### src/rtl/fa_serial_addsub.sv
// fa_serial_addsub: bit-serial adder/subtractor built around one full-adder
// cell and a registered carry. Operands are accepted through a valid/ready
// handshake, processed LSB first at one bit per clock, and the WIDTH-bit
// result with carry-out and signed overflow is returned through a second
// valid/ready handshake.
//
// Optional feature macro: FA_SERIAL_SUB_EN
//   defined   - adds the 'sub' port; sub=1 at accept computes a - b - cin
//   undefined - add-only, no 'sub' port and no operand inversion
module fa_serial_addsub #(
    parameter int WIDTH = 8
) (
    input  logic             clk,
    input  logic             rst_n,
    input  logic             in_valid,
    output logic             in_ready,
    input  logic [WIDTH-1:0] a,
    input  logic [WIDTH-1:0] b,
    input  logic             cin,
`ifdef FA_SERIAL_SUB_EN
    input  logic             sub,
`endif
    output logic             out_valid,
    input  logic             out_ready,
    output logic [WIDTH-1:0] sum,
    output logic             cout,
    output logic             ovf
);

    // Counter must hold 0..WIDTH-1; keep at least one bit for WIDTH=1.
    localparam int CW = (WIDTH > 1) ? $clog2(WIDTH) : 1;

    typedef enum logic [1:0] {
        IDLE = 2'd0,
        RUN  = 2'd1,
        DONE = 2'd2
    } state_t;

    state_t           state_reg, state_next;
    logic [WIDTH-1:0] a_reg, a_next;
    logic [WIDTH-1:0] b_reg, b_next;
    logic [WIDTH-1:0] acc_reg, acc_next;
    logic [WIDTH-1:0] sum_reg, sum_next;
    logic             carry_reg, carry_next;
    logic [CW-1:0]    cnt_reg, cnt_next;
    logic             cout_reg, cout_next;
    logic             ovf_reg, ovf_next;
    logic             out_valid_reg, out_valid_next;

    logic             s_bit;
    logic             c_bit;
    logic             last_bit;
    logic [WIDTH-1:0] a_shift;
    logic [WIDTH-1:0] b_shift;
    logic [WIDTH-1:0] acc_shift;
    logic [WIDTH-1:0] b_load;
    logic             cin_load;

    // The single full-adder cell operating on the current LSBs.
    assign s_bit    = a_reg[0] ^ b_reg[0] ^ carry_reg;
    assign c_bit    = (a_reg[0] & b_reg[0]) | (a_reg[0] & carry_reg) | (b_reg[0] & carry_reg);
    assign last_bit = (cnt_reg == CW'(WIDTH - 1));

    // Operands shift right; the result bit enters the accumulator at the MSB
    // so that after WIDTH steps bit 0 has arrived at position 0.
    genvar gi;
    generate
        for (gi = 0; gi < WIDTH; gi++) begin : g_shift
            if (gi == WIDTH - 1) begin : g_msb
                assign a_shift[gi]   = 1'b0;
                assign b_shift[gi]   = 1'b0;
                assign acc_shift[gi] = s_bit;
            end else begin : g_low
                assign a_shift[gi]   = a_reg[gi+1];
                assign b_shift[gi]   = b_reg[gi+1];
                assign acc_shift[gi] = acc_reg[gi+1];
            end
        end
    endgenerate

`ifdef FA_SERIAL_SUB_EN
    // Subtraction as a + ~b + ~cin: borrow-in becomes an inverted carry-in.
    assign b_load   = sub ? ~b : b;
    assign cin_load = cin ^ sub;
`else
    assign b_load   = b;
    assign cin_load = cin;
`endif

    assign in_ready  = (state_reg == IDLE);
    assign out_valid = out_valid_reg;
    assign sum       = sum_reg;
    assign cout      = cout_reg;
    assign ovf       = ovf_reg;

    // Next-state and datapath decode; every register holds unless updated.
    always_comb begin
        state_next     = state_reg;
        a_next         = a_reg;
        b_next         = b_reg;
        acc_next       = acc_reg;
        sum_next       = sum_reg;
        carry_next     = carry_reg;
        cnt_next       = cnt_reg;
        cout_next      = cout_reg;
        ovf_next       = ovf_reg;
        out_valid_next = out_valid_reg;
        case (state_reg)
            IDLE: begin
                if (in_valid) begin
                    a_next     = a;
                    b_next     = b_load;
                    carry_next = cin_load;
                    cnt_next   = '0;
                    state_next = RUN;
                end
            end
            RUN: begin
                a_next     = a_shift;
                b_next     = b_shift;
                acc_next   = acc_shift;
                carry_next = c_bit;
                cnt_next   = cnt_reg + CW'(1);
                if (last_bit) begin
                    // carry_reg is the carry into the MSB, c_bit the carry out.
                    sum_next       = acc_shift;
                    cout_next      = c_bit;
                    ovf_next       = carry_reg ^ c_bit;
                    out_valid_next = 1'b1;
                    state_next     = DONE;
                end
            end
            DONE: begin
                if (out_ready) begin
                    out_valid_next = 1'b0;
                    state_next     = IDLE;
                end
            end
            default: begin
                out_valid_next = 1'b0;
                state_next     = IDLE;
            end
        endcase
    end

    // State and datapath registers; reset aborts any operation in flight.
    always_ff @(posedge clk or negedge rst_n) begin
        if (!rst_n) begin
            state_reg     <= IDLE;
            a_reg         <= '0;
            b_reg         <= '0;
            acc_reg       <= '0;
            sum_reg       <= '0;
            carry_reg     <= 1'b0;
            cnt_reg       <= '0;
            cout_reg      <= 1'b0;
            ovf_reg       <= 1'b0;
            out_valid_reg <= 1'b0;
        end else begin
            state_reg     <= state_next;
            a_reg         <= a_next;
            b_reg         <= b_next;
            acc_reg       <= acc_next;
            sum_reg       <= sum_next;
            carry_reg     <= carry_next;
            cnt_reg       <= cnt_next;
            cout_reg      <= cout_next;
            ovf_reg       <= ovf_next;
            out_valid_reg <= out_valid_next;
        end
    end

endmodule

### config.mk
export PLATFORM = sky130hd
export DESIGN_NAME = fa_serial_addsub
export DESIGN_NICKNAME = d
export VERILOG_FILES = /design/src/rtl/fa_serial_addsub.sv
export SDC_FILE = /design/constraint.sdc
export NUM_CORES = 1
export LEC_CHECK = 0
export ABC_AREA = 1
export BUFFER_PORTS_ARGS = -buffer_cell sky130_fd_sc_hd__buf_2
export CAP_MARGIN = 0
export CORE_UTILIZATION = 30
export DETAILED_ROUTE_END_ITERATION = 8
export SLEW_MARGIN = 30
export SYNTH_ARGS = -nofsm -noshare
export SYNTH_HDL_FRONTEND = slang
export SYNTH_SLANG_ARGS = --single-unit
### constraint.sdc
create_clock -name clk -period 2.5 [get_ports clk]
set_input_delay 0.125 -clock clk [delete_from_list [all_inputs] [get_ports clk]]
set_output_delay 0.125 -clock clk [all_outputs]
set_load 0.02 [all_outputs]
==> metrics.md, run 1 <==
| Metric | Value |
|---|---|
| Vias in the first global route | 1,491 |
| R2R depth | 3 |
| Post-CTS Resized | 0 |
| # H-tree levels | 2 |
| Fmax | 604 MHz |
| Setup-failing EPs final | 0 |
| WP data required | 2.70 ns |
| Final period utilization | 0.663 |
| TritonRoute pass-1 iters | 4 |
| Switching Share | 0.423 |
| Fillers | 666 |
| Synth cell types | 22 |
| Leading area contributor after synthesis | dfrtp_1 |
| Die height | 82.1 µm |
| Post-synthesis sequential area ratio | 0.520 |
| Hold EP | a_reg[7] |
| EDFF count, synth | 0 |
| Post-synth ARST share | 1.00 |
| Die width | 82.1 µm |
| Reg2reg start | state_reg[0] |
| CTS root buf | clkbuf_8 |
| Setup CP Type | reg -> reg |
| Met1 usage | 0.160 |
| Grt peak-use layer | met2 |
| Synth top area cells | dfrtp_1 52%, nand2_1 15%, nand3_1 8.3%, inv_1 7.8%, o21ai_1 3.4% |
| Cts hold-fix bufs | 1 |
| ANT cells | 0 |
| Worst-Skew Late Latency | 0.29 ns |
| Initial DRC Count | 68 |
| Critical path arrival | 1.86 ns |
| Largest net degree at the start of global routing | 50 |
| RSZ-0062 raised after global routing | no |
| Tot GR Track Use | 0.127 |
| Slew Limit Fails | 0 |
| Vias/cell | 4.52 |
| Crit start category | flop |
| Share of the synthesized area in the top cell type | 0.520 |
| Area growth from synthesis to layout | 14.0% |
| Mapped Nets | 258 |
| Share of layout cells above drive strength 1 | 0.182 |
| Count of cells along the worst hold path | 3 |
| Worst-margin pin slew | 0.622 ns |
| Rel. slew slack | 0.584 |
| Final GP Congestion | 0.700 |
| Cell Pwr Density | 1240 nW/µm² |
| Min-delay worst type | in -> reg |
| GRT met2 Usage | 0.211 |
| Reg2reg setup slack | 0.84 ns |
| Hold Violations, Final | 0 |
| Postcts setup bufs | 0 |
| Max FO, Critical Path | 49 |
| Most frequent cells after synthesis | 75 x nand2_1, 40 x dfrtp_1, 40 x inv_1 |
| Die area | 6740 µm² |
| Final Power | 2.72 mW |
| Num CTS Buffers | 5 |
| Synth warn | 0 |
| Clk slew on worst S/H paths | 0.09 ns |
| NetSw | 1.15 mW |
| M3 GR Usage | 0.0297 |
| Synthesized area | 1920 µm² |
| Setup crit end kind | flop |
| Via count | 1,533 |
| CTS tree | yes |
| # nets final | 287 |
| Num ports | 33 |
| P_leak | 1.22 nW |
| Detail Route Antenna Nets | 0 |
| Clock network power share | 0.172 |
| Top-count cell post-synth | nand2_1 |
| FF-to-FF End | b_reg[7] |
| Status | complete, no violations |
| Logic pwr share | 0.413 |
| Hold Crit Start | a[7] |
| Syn_area_per_cell | 8.22 µm² |
| Initial antenna violation count | 0 |
| Top FF cell, synth | dfrtp_1 |
| Cell row count | 28 |
| Port Buf Inserts | 32 |
| Wire per inst | 11.0 µm |
| Max rail drop VDD | 542 µV |
| Cells after Synth | 234 |
| Clock sinks | 40 |
| Crit path time final | 1.66 ns |
| Starting Density | 0.318 |
| Core area | 6060 µm² |
| First-pass GRT wire length | 6.54 mm |
| Int Power | 1.57 mW |
| Max-cap violations | 0 |
| Clock Skew | 0.00599 ns |
| Post-Route WL | 3.74 mm |
| DRC | 0 |
| TNS Setup | 0 ns |
| DP HPWL | 2.47 mm |
| Register share of total power | 0.415 |
| FF+latch count, synth | 40 |
| GRT overflow | 0 |
| Max clock buf depth | 2 |
-- power by group through the flow --
stage               clock (mW)  sequential [mW]  combinational [mW]
global placement             0             1.13                1.12
global route             0.508             1.17                1.32
detailed placement           0             1.14                1.14
finish                   0.468             1.13                1.12
CTS                      0.488             1.13                1.14
floorplan                    0             1.19               0.866
-- through the flow --
step	hold WS [ns]	setup slack, ns	utilization	std cells	cell area (µm²)
after detailed placement	0.319	0.850	0.344	330	2080
final	0.0399	0.843	0.362	339	2190
after global placement	0.308	0.835	0.344	330	2080
after floorplan	-0.171	1.24	-	234	1920
after global routing	0.0198	0.657	0.362	339	2190
after CTS	0.0206	0.819	0.361	339	2190
-- cell families (layout without fill, tap and decap cells) --
group	Yosys count	after routing	share of synthesized area
AOI/OAI and AO/OA	21	21	0.0585
xor gates and xnor gates	1	1	0.00455
adders and majority gates	3	3	0.0234
buffers and inverters	54	84	0.135
DFF	40	40	0.520
and+or+nand+nor	115	115	0.258
-- layout by cell type, fill, tap and decap left out --
master / Yosys / final
a21oi_2: 1 / 1
buf_2: 5 / 31
buf_4: 0 / 2
clkbuf_8: 1 / 6
clkinvlp_4: 0 / 2
dfrtp_1: 40 / 40
dlygate4sd3_1: 0 / 1
fa_1: 1 / 1
ha_1: 2 / 2
inv_1: 40 / 40
inv_2: 2 / 2
nand2_1: 75 / 75
nand2_2: 1 / 1
nand2_4: 2 / 2
nand3_1: 32 / 32
nor2_1: 4 / 4
nor2_4: 1 / 1
o21ai_0: 5 / 5
o21ai_1: 13 / 13
o22ai_1: 1 / 1
o31ai_1: 1 / 1
xor2_1: 1 / 1
-- worst max-delay path, cell delays in order, from the launching register on --
cell and delay, ns:
dfrtp_1 0.52, nand2_4 0.43, nand2_2 0.34, o21ai_0 0.26
-- worst max path at each step --
stage / start / slack [ns] / depth (start not counted) / endpoint
after floorplan: cnt_reg[0] / 1.24 / 7 / out_valid
after global placement: cnt_reg[0] / 0.83 / 6 / out_valid
after detailed placement: cnt_reg[0] / 0.85 / 6 / out_valid
after CTS: state_reg[0] / 0.82 / 3 / b_reg[7]
after global routing: state_reg[0] / 0.66 / 3 / b_reg[7]
final: state_reg[0] / 0.84 / 3 / b_reg[7]
-- layer usage --
metal / wire length (µm) / vias up
li1: - / 767
met4: 20 / 0
met3: 148 / 2
met2: 1680 / 41
met5: 0 / -
met1: 1890 / 723
-- cell type report --
type                    count  area (µm²)  share of cell area
inverters                  42         158              0.0719
flip-flops and latches     40        1000               0.456
clock buffers               6        82.6              0.0376
multi-input cells         140         663               0.302
clock inverters             2        15.0             0.00685
repair buffers             34         180              0.0821
well taps                  75        93.8              0.0428
Note: power is estimated with default switching activity, not from simulation.
==> run 2: changes to the inputs <==
ABC_AREA = 0   (was 1)
clock period = 1.47 ns   (was 2.5 ns; I/O delays follow)
==> run 2 against run 1 <==
- area after synthesis down 3.1%
- sequential power increased by 71%
- clock skew up 0.0017 ns
==> metrics.md, run 2 <==
| Metric | Value |
|---|---|
| EDFF count, synth | 0 |
| Starting Density | 0.313 |
| # nets final | 197 |
| DP HPWL | 2.34 mm |
| Vias in the first global route | 1,247 |
| TritonRoute pass-1 iters | 4 |
| Layout Utilization | 0.388 |
| RSZ-0062 raised after global routing | yes |
| Clock sinks | 40 |
| P_leak | 1.02 nW |
| DRC | 0 |
| Final Power | 4.88 mW |
| Clk slew on worst S/H paths | 0.08 ns |
| Synthesized area | 1860 µm² |
| Post-synthesis sequential area ratio | 0.537 |
| Post-Route WL | 3.47 mm |
| Share of the synthesized area in the top cell type | 0.537 |
| Final Worst Setup Slack | 0.0317 ns |
| Die area | 6530 µm² |
| Slew Limit Fails | 0 |
| Max-cap violations | 0 |
| Initial DRC Count | 75 |
| Crit start category | flop |
| Critical path arrival | 1.62 ns |
| # H-tree levels | 2 |
| Die width | 80.8 µm |
| Count of cells along the worst hold path | 2 |
| Cell row count | 28 |
| Crit-path cells | ha_2 > ha_4 > nand3b_1 > buf_12 > mux2_4 |
| CP max-delay cell | dfrtp_1 |
| Final GP Congestion | 0.724 |
| Top-count cell post-synth | dfrtp_1 |
| Setup CP Type | reg -> reg |
| Leading area contributor after synthesis | dfrtp_1 |
| Crit path time final | 1.44 ns |
| Die height | 80.8 µm |
| Setup-failing EPs final | 0 |
| Share of layout cells above drive strength 1 | 0.460 |
| Wire per inst | 13.9 µm |
| Most frequent cells after synthesis | 40 x dfrtp_1, 10 x mux2_4, 8 x o221a_2, 8 x or4b_1 |
| Num ports | 33 |
| R2R depth | 5 |
| Post-synth ARST share | 1.00 |
| Max clock buf depth | 2 |
| Syn_area_per_cell | 13.7 µm² |
| Tot GR Track Use | 0.120 |
| CTS tree | yes |
| Most used cells in the layout excluding fill and tap cells | 39 x dfrtp_1, 31 x buf_2, 10 x mux2_4, 8 x or4b_1, 8 x o221a_2 |
| GRT overflow | 0 |
| Detail Route Antenna Nets | 0 |
| Cells after Synth | 136 |
| DP Worst Slack | -0.0133 ns |
| Area growth from synthesis to layout | 24.0% |
| Most common cell after layout, fill and taps aside | dfrtp_1 |
| ANT cells | 0 |
| Status | complete, no violations |
| Hold Violations, Final | 0 |
| Via count | 1,245 |
| Core area | 5960 µm² |
| Max FO, Critical Path | 10 |
| Mapped Nets | 160 |
| Max incr delay on CP | 0.38 ns |
| Vias/cell | 5.00 |
| Top FF cell, synth | dfrtp_1 |
| WP data required | 1.65 ns |
| Worst-margin pin slew | 0.451 ns |
| Largest net degree at the start of global routing | 41 |
| Rel. slew slack | 0.699 |
| Synth cell types | 33 |
| Cell Pwr Density | 2110 nW/µm² |
| First-pass GRT wire length | 5.89 mm |
| Clock Skew | 0.00774 ns |
| Synth top area cells | dfrtp_1 54%, mux2_4 8.1%, o221a_2 4.8%, or4b_1 4.3%, mux2_2 3.6% |
| Setup crit end kind | flop |
| Min-delay worst type | in -> reg |
| Worst-Skew Late Latency | 0.29 ns |
| Synth warn | 0 |
| CTS root buf | clkbuf_8 |
| FF+latch count, synth | 40 |
| Num CTS Buffers | 5 |
| Port Buf Inserts | 32 |
| Fmax | 695 MHz |
| Final period utilization | 0.978 |
| Max rail drop VDD | 924 µV |
| Initial antenna violation count | 0 |
## run 2: stage by stage
stage,hold slack [ns],TNS (ns),instance area [µm²],instances
after floorplan,-0.222,0,1860,136
after global routing,0.0376,-0.0572,2310,249
final,0.0383,0,2310,249
after global placement,0.0619,0,2160,239
after detailed placement,0.0610,-0.0573,2160,239
after CTS,0.0301,0,2290,248
## run 2: logic make-up (layout without fill, tap and decap cells)
kind of cell | after synthesis | count (layout) | share of synthesized area
AO/OA/AOI/OAI | 25 | 25 | 0.124
XOR/XNOR | 1 | 1 | 0.00470
adder cells (fa/ha/maj) | 3 | 3 | 0.0242
buffers and inverters | 19 | 57 | 0.0523
flip-flops | 40 | 40 | 0.537
multiplexers | 18 | 18 | 0.128
AND/OR/NAND/NOR | 30 | 30 | 0.130
## run 2: final cells by class
type / count / area [µm²]
Clock inverter: 2 / 35.0
Inverter: 7 / 26.3
Tap cell: 75 / 93.8
Fill cell: 581 / 3640
Clock buffer: 6 / 72.6
Sequential cell: 40 / 1000
Timing Repair Buffer: 42 / 290
Multi-Input combinational cell: 77 / 791
## run 2: power by group
part	total, mW	internal (mW)	leakage, nW	switching (mW)
clock network	0.872	0.504	0.0552	0.369
registers	1.93	1.62	0.458	0.308
logic	2.08	1.14	0.509	0.936
total	4.88	3.27	1.02	1.61
## run 2: per-layer routing
| layer | wire length (µm) | up-vias | track usage |
|---|---|---|---|
| met5 | 0 | - | 0 |
| met3 | 138 | 2 | 0.0382 |
| li1 | - | 583 | - |
| met1 | 1590 | 628 | 0.146 |
| met4 | 34 | 0 | 0.0500 |
| met2 | 1700 | 32 | 0.194 |
## run 2: final timing paths
check	from	end	slack [ns]
min in group asynchronous	rst_n	ovf	0.27
max in group asynchronous	rst_n	state_reg[1]	0.99
min	b[7]	b_reg[7]	0.04
max reg2reg	cnt_reg[0]	sum[2]	0.03
max	cnt_reg[0]	sum[2]	0.03
min reg2reg	b_reg[7]	b_reg[7]	0.50
## run 2: worst max-delay path: cells and delay by family, from the launching register on
family / cells / cell delay, ns
flops: 1 / 0.38
fa+ha+maj: 2 / 0.36
mux: 1 / 0.30
buf+inv: 1 / 0.16
simple gates: 1 / 0.13
## run 2: timing repair
item / 4_1_cts / 5_1_grt
setup buffers: 0 / 1
pin swaps: 0 / 1
hold endpoints to repair: 40 / 0
endpoints found under the setup margin: 11 / 11
hold buffers: 1 / 0
resized for setup: 4 / 4
==> run 3: changes to the inputs <==
BUFFER_PORTS_ARGS = unset   (was -buffer_cell sky130_fd_sc_hd__buf_2)
CORE_ASPECT_RATIO = 0.75   (was unset)
DONT_BUFFER_PORTS = 1   (was unset)
==> run 3 against run 2 <==
- via count decreased by 9.1%
- fmax fell by 0.59%
- clock-buffer cell count down 1
- wire length up 2.9%
- utilization decreased by 1.6 points
- sequential cell count unchanged
- design area decreased by 4.8%
- critical path type unchanged
==> metrics.md, run 3 (synthesis gave the netlist of run 2 again) <==
| Metric | Value |
|---|---|
| Final Worst Setup Slack | 0.0232 ns |
| Clk slew on worst S/H paths | 0.08 ns |
| Initial DRC Count | 100 |
| RSZ-0062 raised after global routing | yes |
| Die height | 70.3 µm |
| Die width | 93.0 µm |
| ANT cells | 0 |
| # H-tree levels | 2 |
| Final period utilization | 0.984 |
| Worst-Skew Late Latency | 0.29 ns |
| TNS Setup | 0 ns |
| CTS root buf | clkbuf_8 |
| Crit start category | flop |
| Detail Route Antenna Nets | 0 |
| First-pass GRT wire length | 5.95 mm |
| Crit-path cells | ha_2 > ha_4 > nand3b_1 > buf_12 > mux2_4 |
| TritonRoute pass-1 iters | 4 |
| Vias/cell | 4.99 |
| Core area | 5920 µm² |
| CP max-delay cell | dfrtp_1 |
| Largest net degree at the start of global routing | 41 |
| Port Buf Inserts | 0 |
| Most common cell after layout, fill and taps aside | dfrtp_1 |
| Setup CP Type | reg -> reg |
| Max FO, Critical Path | 10 |
| WP data required | 1.65 ns |
| Final Power | 4.82 mW |
| Crit path time final | 1.45 ns |
| Max rail drop VDD | 607 µV |
| Clock sinks | 40 |
| Num CTS Buffers | 5 |
| Cell row count | 24 |
| DP HPWL | 2.40 mm |
| Post-Route WL | 3.57 mm |
| Area growth from synthesis to layout | 18.0% |
| Status | complete, no violations |
| Clock Skew | 0.00574 ns |
| # nets final | 172 |
| Critical path arrival | 1.63 ns |
| DP Worst Slack | -0.00823 ns |
| DRC | 0 |
| Slew Limit Fails | 0 |
| Hold Violations, Final | 0 |
| Placed Cells | 212 |
| Max incr delay on CP | 0.39 ns |
| Fillers | 555 |
| Starting Density | 0.315 |
| P_leak | 0.930 nW |
| Wire per inst | 15.7 µm |
| Cell Pwr Density | 2190 nW/µm² |
| GRT overflow | 0 |
| Max clock buf depth | 2 |
| Fmax | 691 MHz |
| Vias in the first global route | 1,192 |
| Non-Filler Instances | 227 |
| Num ports | 33 |
| Max-cap violations | 0 |
| CTS tree | yes |
| Share of layout cells above drive strength 1 | 0.349 |
| Final GP Congestion | 0.672 |
| Rel. slew slack | 0.703 |
| Tot GR Track Use | 0.121 |
| Most used cells in the layout excluding fill and tap cells | 39 x dfrtp_1, 10 x mux2_4, 10 x buf_4, 8 x or4b_1, 8 x o221a_2 |
| Initial antenna violation count | 0 |
| Min-delay worst type | in -> reg |
| Layout Utilization | 0.372 |
| Die area | 6540 µm² |
| Setup crit end kind | flop |
| Via count | 1,132 |
| Setup-failing EPs final | 0 |
| Worst-margin pin slew | 0.445 ns |
run 3: cell types whose count changed in the layout (fill, tap and decap cells not counted), sizes merged:
cell / before / now
buf: 41 / 13
clkinvlp: 0 / 1
dlygate4sd3: 1 / 4
clkbuf: 6 / 5
inv: 7 / 8
clkinv: 1 / 0
run 3: area by class of cell:
class,count,area [µm²],area share
multi-input cells,77,783,0.356
clock inverters,3,46.3,0.0210
clock buffers,5,68.8,0.0313
flip-flops and latches,40,1000,0.456
inverters,7,26.3,0.0119
repair buffers,17,175,0.0796
well taps,78,97.6,0.0444
run 3: power by group:
group	switching [mW]	internal [mW]
registers	0.515	1.62
clock network	0.410	0.512
logic	0.716	1.05
run 3: final timing paths:
kind	end	cells after the start	slack [ns]	startpoint
max reg2reg	ovf	5	0.02	cnt_reg[0]
max in group asynchronous	state_reg[1]	2	1.02	rst_n
min	a_reg[7]	2	0.03	in_valid
max	ovf	5	0.02	cnt_reg[0]
min in group asynchronous	sum[4]	2	0.23	rst_n
min reg2reg	sum[0]	1	0.51	acc_reg[1]
run 3: critical path, delay by kind of cell (launching register included):
family	cells	cell delay [ns]
adders and majority gates	2	0.36
buffers and inverters	1	0.16
DFF	1	0.39
muxes	1	0.30
and+or+nand+nor	1	0.13
run 3: timing repair:
action	in CTS	in global routing
endpoints found under the hold margin	43	0
setup buffers	0	2
hold buffers	5	0
pin swaps	0	0
gates resized for setup	3	2
setup endpoints to repair	3	11
run 3: through the flow:
step,hold slack (ns),instance area [µm²]
floorplan,-0.222,1860
global placement,-0.221,1990
detailed placement,-0.221,1990
CTS,0.0137,2170
global route,0.0262,2200
finish,0.0343,2200
run 3: layer usage:
layer,vias to the layer above,GRT usage,share of wire
li1,543,-,-
met1,560,0.154,0.48
met2,27,0.183,0.46
met3,2,0.0479,0.052
met4,0,0.0462,0.0064
met5,-,0,0
